$ cat config.mk
export PLATFORM = sky130hd
export DESIGN_NAME = regfile_multiport
export DESIGN_NICKNAME = d
export VERILOG_FILES = /design/src/rtl/regfile_multiport.sv
export SDC_FILE = /design/constraint.sdc
export NUM_CORES = 1
export LEC_CHECK = 0
export ABC_AREA = 1
export CAP_MARGIN = 20
export CORE_MARGIN = 3
export CORE_UTILIZATION = 59
export CTS_CLUSTER_SIZE = 30
export DETAILED_ROUTE_END_ITERATION = 8
export PLACE_DENSITY_LB_ADDON = 0.3
export SYNTH_ARGS = -nofsm -noshare
export SYNTH_HDL_FRONTEND = slang
export SYNTH_SLANG_ARGS = --single-unit
$ cat constraint.sdc
create_clock -name clk -period 3.29 [get_ports clk]
set_clock_uncertainty 0.1 [all_clocks]
set_input_delay 0.4935 -clock clk [delete_from_list [all_inputs] [get_ports clk]]
set_output_delay 0.4935 -clock clk [all_outputs]
set_load 0.01 [all_outputs]
$ cat src/rtl/regfile_multiport.sv
// GPR file: 2 combinational read ports, 1 byte-enabled write port, XCHG swap, IP and masked flags.
// Latency: reads 0 cycles; all updates visible the cycle after they are issued.
// Backpressure: none, every enable is a single-cycle pulse accepted unconditionally.
// Optional same-cycle write-to-read forwarding is enabled by defining REGFILE_WRITE_BYPASS_EN.
module regfile_multiport #(
    parameter int                WIDTH     = 16,
    parameter int                NUM_REGS  = 4,
    parameter int                SEL_W     = $clog2(NUM_REGS),
    parameter int                FLAG_BITS = 2,
    parameter logic [WIDTH-1:0]  RESET_IP  = '0
) (
    input  logic                 clk,
    input  logic                 reset,
    input  logic [SEL_W-1:0]     rd_a_sel,
    output logic [WIDTH-1:0]     rd_a_data,
    input  logic [SEL_W-1:0]     rd_b_sel,
    output logic [WIDTH-1:0]     rd_b_data,
    input  logic                 wr_en,
    input  logic [SEL_W-1:0]     wr_sel,
    input  logic [WIDTH-1:0]     wr_data,
    input  logic [WIDTH/8-1:0]   wr_byte_en,
    input  logic                 xchg_en,
    input  logic [SEL_W-1:0]     xchg_sel_a,
    input  logic [SEL_W-1:0]     xchg_sel_b,
    input  logic                 ip_load,
    input  logic [WIDTH-1:0]     ip_load_val,
    input  logic                 ip_inc,
    input  logic [3:0]           ip_inc_amt,
    output logic [WIDTH-1:0]     ip_out,
    input  logic [FLAG_BITS-1:0] flags_we_mask,
    input  logic [FLAG_BITS-1:0] flags_in,
    output logic [FLAG_BITS-1:0] flags_out
);

    localparam int NBYTES = WIDTH / 8;

    logic [WIDTH-1:0]     gpr_q [NUM_REGS];
    logic [WIDTH-1:0]     gpr_d [NUM_REGS];
    logic [WIDTH-1:0]     wr_merged;
    logic [WIDTH-1:0]     ip_q;
    logic [WIDTH-1:0]     ip_d;
    logic [FLAG_BITS-1:0] flags_q;
    logic [FLAG_BITS-1:0] flags_d;

    // Stored value of the write target with the enabled bytes replaced.
    always_comb begin
        wr_merged = gpr_q[wr_sel];
        for (int i = 0; i < NBYTES; i++) begin
            if (wr_byte_en[i]) begin
                wr_merged[8*i +: 8] = wr_data[8*i +: 8];
            end
        end
    end

    // Swap first, then the byte write lands on top of the swapped contents.
    always_comb begin
        for (int r = 0; r < NUM_REGS; r++) begin
            gpr_d[r] = gpr_q[r];
        end
        if (xchg_en) begin
            gpr_d[xchg_sel_a] = gpr_q[xchg_sel_b];
            gpr_d[xchg_sel_b] = gpr_q[xchg_sel_a];
        end
        if (wr_en) begin
            for (int i = 0; i < NBYTES; i++) begin
                if (wr_byte_en[i]) begin
                    gpr_d[wr_sel][8*i +: 8] = wr_data[8*i +: 8];
                end
            end
        end
    end

    always_comb begin
        ip_d = ip_q;
        if (ip_load) begin
            ip_d = ip_load_val;
        end else if (ip_inc) begin
            ip_d = ip_q + {{(WIDTH-4){1'b0}}, ip_inc_amt};
        end
    end

    assign flags_d = (flags_q & ~flags_we_mask) | (flags_in & flags_we_mask);

    always_ff @(posedge clk) begin
        if (reset) begin
            for (int r = 0; r < NUM_REGS; r++) begin
                gpr_q[r] <= '0;
            end
            ip_q    <= RESET_IP;
            flags_q <= '0;
        end else begin
            for (int r = 0; r < NUM_REGS; r++) begin
                gpr_q[r] <= gpr_d[r];
            end
            ip_q    <= ip_d;
            flags_q <= flags_d;
        end
    end

`ifdef REGFILE_WRITE_BYPASS_EN
    // Forward only the byte-write result; swap results are never forwarded.
    assign rd_a_data = (wr_en && (rd_a_sel == wr_sel)) ? wr_merged : gpr_q[rd_a_sel];
    assign rd_b_data = (wr_en && (rd_b_sel == wr_sel)) ? wr_merged : gpr_q[rd_b_sel];
`else
    logic unused_merged;
    assign unused_merged = ^wr_merged;
    assign rd_a_data = gpr_q[rd_a_sel];
    assign rd_b_data = gpr_q[rd_b_sel];
`endif

    assign ip_out    = ip_q;
    assign flags_out = flags_q;

endmodule

# Word-level counts from Yosys, hierarchy flattened
# Memory sizes are Yosys's and may differ from the RTL's.
# Cells that the tools add are included.
[totals]
ff_bits = 18
latch_bits = 0
mem_bits_rw = 64
mem_bits_ro = 0
elab_cells = 51
n_memories = 1
[mem_list]
columns = ["memory", "depth", "width", "read_ports", "rd_ports_with_merged_regs", "write_ports", "line", "source"]
rows = [
  ["gpr_q", 4, 16, 8, 0, 4, "37", "logic [WIDTH-1:0] gpr_q [NUM_REGS];"],
]
[op_classes]
add_sub_neg = 1
n_mul = 0
n_div = 0
magnitude_cmp = 6
n_eq_ne = 0
shifts = 0
mux = 26
bitwise_logic = 11
n_reduce_logical = 4
[op_table]
columns = ["cell", "n"]
rows = [
  ["64-bit two-way mux", 5],
  ["64-bit bitwise mux", 4],
  ["16-bit two-way mux", 9],
  ["16-bit demux with 2-bit select", 4],
  ["16-bit by 4-bit adder with 16-bit output", 1],
  ["3-bit >= comparator (second input constant)", 3],
  ["3-bit by 1-bit < comparator with 1-bit output (second input constant)", 3],
  ["2-bit NOT with 3-bit output", 3],
  ["8-bit two-way mux", 1],
  ["2-bit AND", 2],
  ["1-bit bitwise OR", 4],
  ["1-bit logical AND", 3],
  ["1-bit two-way mux", 3],
  ["2-bit NOT", 1],
  ["2-bit bitwise OR", 1],
  ["2-bit nonzero test", 1],
]

# Depth between registers and ports, before layout
[logic_depth]
ltp_word = 15
depth_mapped = 11
mapped_depth_nobuf = 10

# Worst setup path after synthesis
# OpenSTA, ideal clock, no wires.
[synth_path]
path_type = "input to output"
startpoint = "input rd_b_sel[0]"
endpoint = "output rd_b_data[11]"
arrival_time_ns = 1.456
required_time_ns = 2.697
path_slack_ns = 1.240
cell_stages = 6
n_path_buf = 3
cell_sequence = "clkbuf_1 inv_1 buf_2 clkbuf_1 a21oi_1 a21oi_1"
[synth_via]
elab_chain_len = 1
[synth_rtl]
columns = ["element", "line", "source"]
rows = [
  ["start: declaration", "16", "input logic [SEL_W-1:0] rd_b_sel,"],
  ["memory 4 x 16 bit", "--", ""],
  ["end: declaration", "17", "output logic [WIDTH-1:0] rd_b_data,"],
]
# Every way passes these cells.

# Worst setup path in the final report
[layout_path]
startpoint = "input rd_b_sel[1]"
endpoint = "output rd_b_data[12]"
# Same word-level chain as after synthesis.

==> impl_metrics.env <==
export IMPL_status="completed"
export IMPL_hold_start="ip_out[2]"
export IMPL_cts_resized=0
export IMPL_rsz0062_at_grt="no"
export IMPL_post_cts_buffers=0
export IMPL_ys_async_sr_fraction=0
export IMPL_cts_htree_levels=3
export IMPL_grt_pass1_vias=8907
export IMPL_drt_pass1_iter_count=8
export IMPL_fin_crit_ps=3064
export IMPL_track_usage=0.3668
export IMPL_vias_per_cell=6.142
export IMPL_setup_tns_ps=0
export IMPL_port_buffer_count=107
export IMPL_synth_edf_count=0
export IMPL_power_density_nw_per_um2=381.2
export IMPL_start_kind="input port"
export IMPL_cts_buffers=9
export IMPL_num_antenna_cells=0
export IMPL_vias=9791
export IMPL_ys_flop_type="dfxtp_1"
export IMPL_syn_nets=1406
export IMPL_antenna_found_initial=0
export IMPL_core_um2=12110
export IMPL_synth_top_cell_by_area="dfxtp_1"
export IMPL_hpwlAfterDp_mm=16.88
export IMPL_hold_ws_ps=409.0
export IMPL_cp_end_kind="primary output"
export IMPL_drt_first_iter_violations=1460
export IMPL_gp_congestion=0.9353
export IMPL_die_area_um2=13870
export IMPL_cts_buffer_depth=2
export IMPL_crit_fanout=16
export IMPL_critPathLaunch="rd_b_sel[1]"
export IMPL_fin_crit_sh=0.9313
export IMPL_max_freq_ghz=0.3264
export IMPL_final_setup_viol_count=0
export IMPL_final_area_um2=9075
export IMPL_layout_nets=1484
export IMPL_p_leak_nw=3.929
export IMPL_vdd_drop_max_uv=244.9
export IMPL_fp_dieH_um=117.8
export IMPL_routed_wl_mm=26.28
export IMPL_finalPower_mw=3.460
export IMPL_synth_area_top_cells="dfxtp_1 22%, nand2_1 20%, a21oi_1 20%"
export IMPL_critPathKind="in -> out"
export IMPL_postLayoutCoreUtil=0.7493
export IMPL_synth_distinct_cells=27
export IMPL_arrival_ps=2470
export IMPL_root_buffer="clkbuf_16"
export IMPL_clock_latency_ps=350
export IMPL_grt_pass1_wl_mm=43.04
export IMPL_tritoncts="done"
export IMPL_grt_overflow=0
export IMPL_maxSlewHeadroom=0.3398
export IMPL_synth_common_cells="393 x nand2_1, 290 x a21oi_1, 132 x inv_1, 126 x nand3_1, 117 x o21ai_0"
export IMPL_syn_mean_instance_area_um2=5.486
export IMPL_hp_class="reg -> reg"
export IMPL_synth_top_area_frac=0.2228
export IMPL_placement_rows=40
export IMPL_grt_max_degree=65
export IMPL_clk_pin_slew_ps=70
export IMPL_drv_slew=0
export IMPL_route_antenna_remaining_nets=0
export IMPL_die_w_um=117.8
export IMPL_ys_warn_count=0
export IMPL_hold_viol=0
export IMPL_yosysMostFrequentCell="nand2_1"
export IMPL_yosys_register_bits=82
export IMPL_synth_cells=1343
export IMPL_area_growth_pct=23.16
export IMPL_ios=108
export IMPL_drv_cap=0
export IMPL_start_util=0.6084
export IMPL_yosysSeqAreaShare=0.2228
export IMPL_layout_drive_gt1_share=0.05891
export IMPL_tightest_slew_ps=986.7
export IMPL_cts_sinks=82
export IMPL_syn_area_um2=7368
export IMPL_drc=0
export IMPL_hold_buffers=0
export IMPL_timing_rr_start="ip_out[2]"
export IMPL_placed_area_um2=8666
export IMPL_wire_per_inst_um=16.49
export IMPL_cp_data_required_time_ps=2700
cell type report:
cell class              instances  area, um^2
multi-input cells            1046        4886
fillers                      1026        3037
flip-flops and latches         82        1642
repair buffers                147        1441
inverters                     135       506.7
clock buffers                   9       225.2
well taps                     168       210.2
clock inverters                 7       163.9
cells in the final DEF, fill, tap and decap left out, drive strengths merged:
cell / netlist / routed
a21oi: 306 / 306
a22oi: 11 / 11
a31oi: 1 / 1
buf: 32 / 41
bufinv: 0 / 5
clkbuf: 48 / 9
clkdlybuf4s50: 0 / 106
clkinv: 1 / 2
dfxtp: 82 / 82
fa: 1 / 1
ha: 4 / 4
inv: 134 / 135
nand2: 395 / 395
nand3: 126 / 126
nand4: 19 / 19
nor2: 56 / 56
nor3: 2 / 2
o21ai: 117 / 117
or2: 3 / 3
xnor2: 1 / 1
xor2: 4 / 4
path summary, 6_finish.rpt:
path / cells after the start / to / slack, ps
min reg2reg: 2 / ip_out[2] / 410
max reg2reg: 7 / ip_out[7] / 1300
min: 2 / ip_out[2] / 410
max: 6 / rd_b_data[12] / 230
cell families (layout without fill, tap and decap cells):
group / Yosys count / in the layout / synth area share
AOI/OAI and AO/OA: 435 / 435 / 0.3075
xor gates and xnor gates: 5 / 5 / 0.005943
adders and majority gates: 5 / 5 / 0.009510
buffers and inverters: 215 / 298 / 0.1168
DFF: 82 / 82 / 0.2228
and+or+nand+nor: 601 / 601 / 0.3374
power breakdown:
group | total, mW | leakage (nW) | internal [mW] | switching [mW]
Combinational | 0.947 | 3.07 | 0.395 | 0.552
Sequential | 1.16 | 0.674 | 1.06 | 0.102
Clock | 1.35 | 0.190 | 0.897 | 0.451
Total | 3.46 | 3.93 | 2.35 | 1.10
state kept, by name (all words and copies together) (netlist names), named ones only:
name,cells
gpr_q,64
ip_out,16
metal layers:
metal,vias to the layer above,wire (um),GRT usage
met1,4286,9876,0.4727
met4,0,1085,0.1905
met5,-,0,0
li1,4619,-,-
met2,754,11460,0.5778
met3,132,3857,0.07737
metrics by stage:
step	setup slack [ps]	cells
2_1_floorplan	1240	1343
3_3_place_gp	325.9	1577
3_5_place_dp	293.9	1577
4_1_cts	289.9	1593
5_1_grt	172.8	1594
6_report	226.1	1594
critical path, stage by stage:
cell	delay (ps)
clkdlybuf4s50_1	400
inv_1	400
buf_4	300
a21oi_1	60
a21oi_1	210
clkdlybuf4s50_1	600
(Power assumes the default switching activity.)
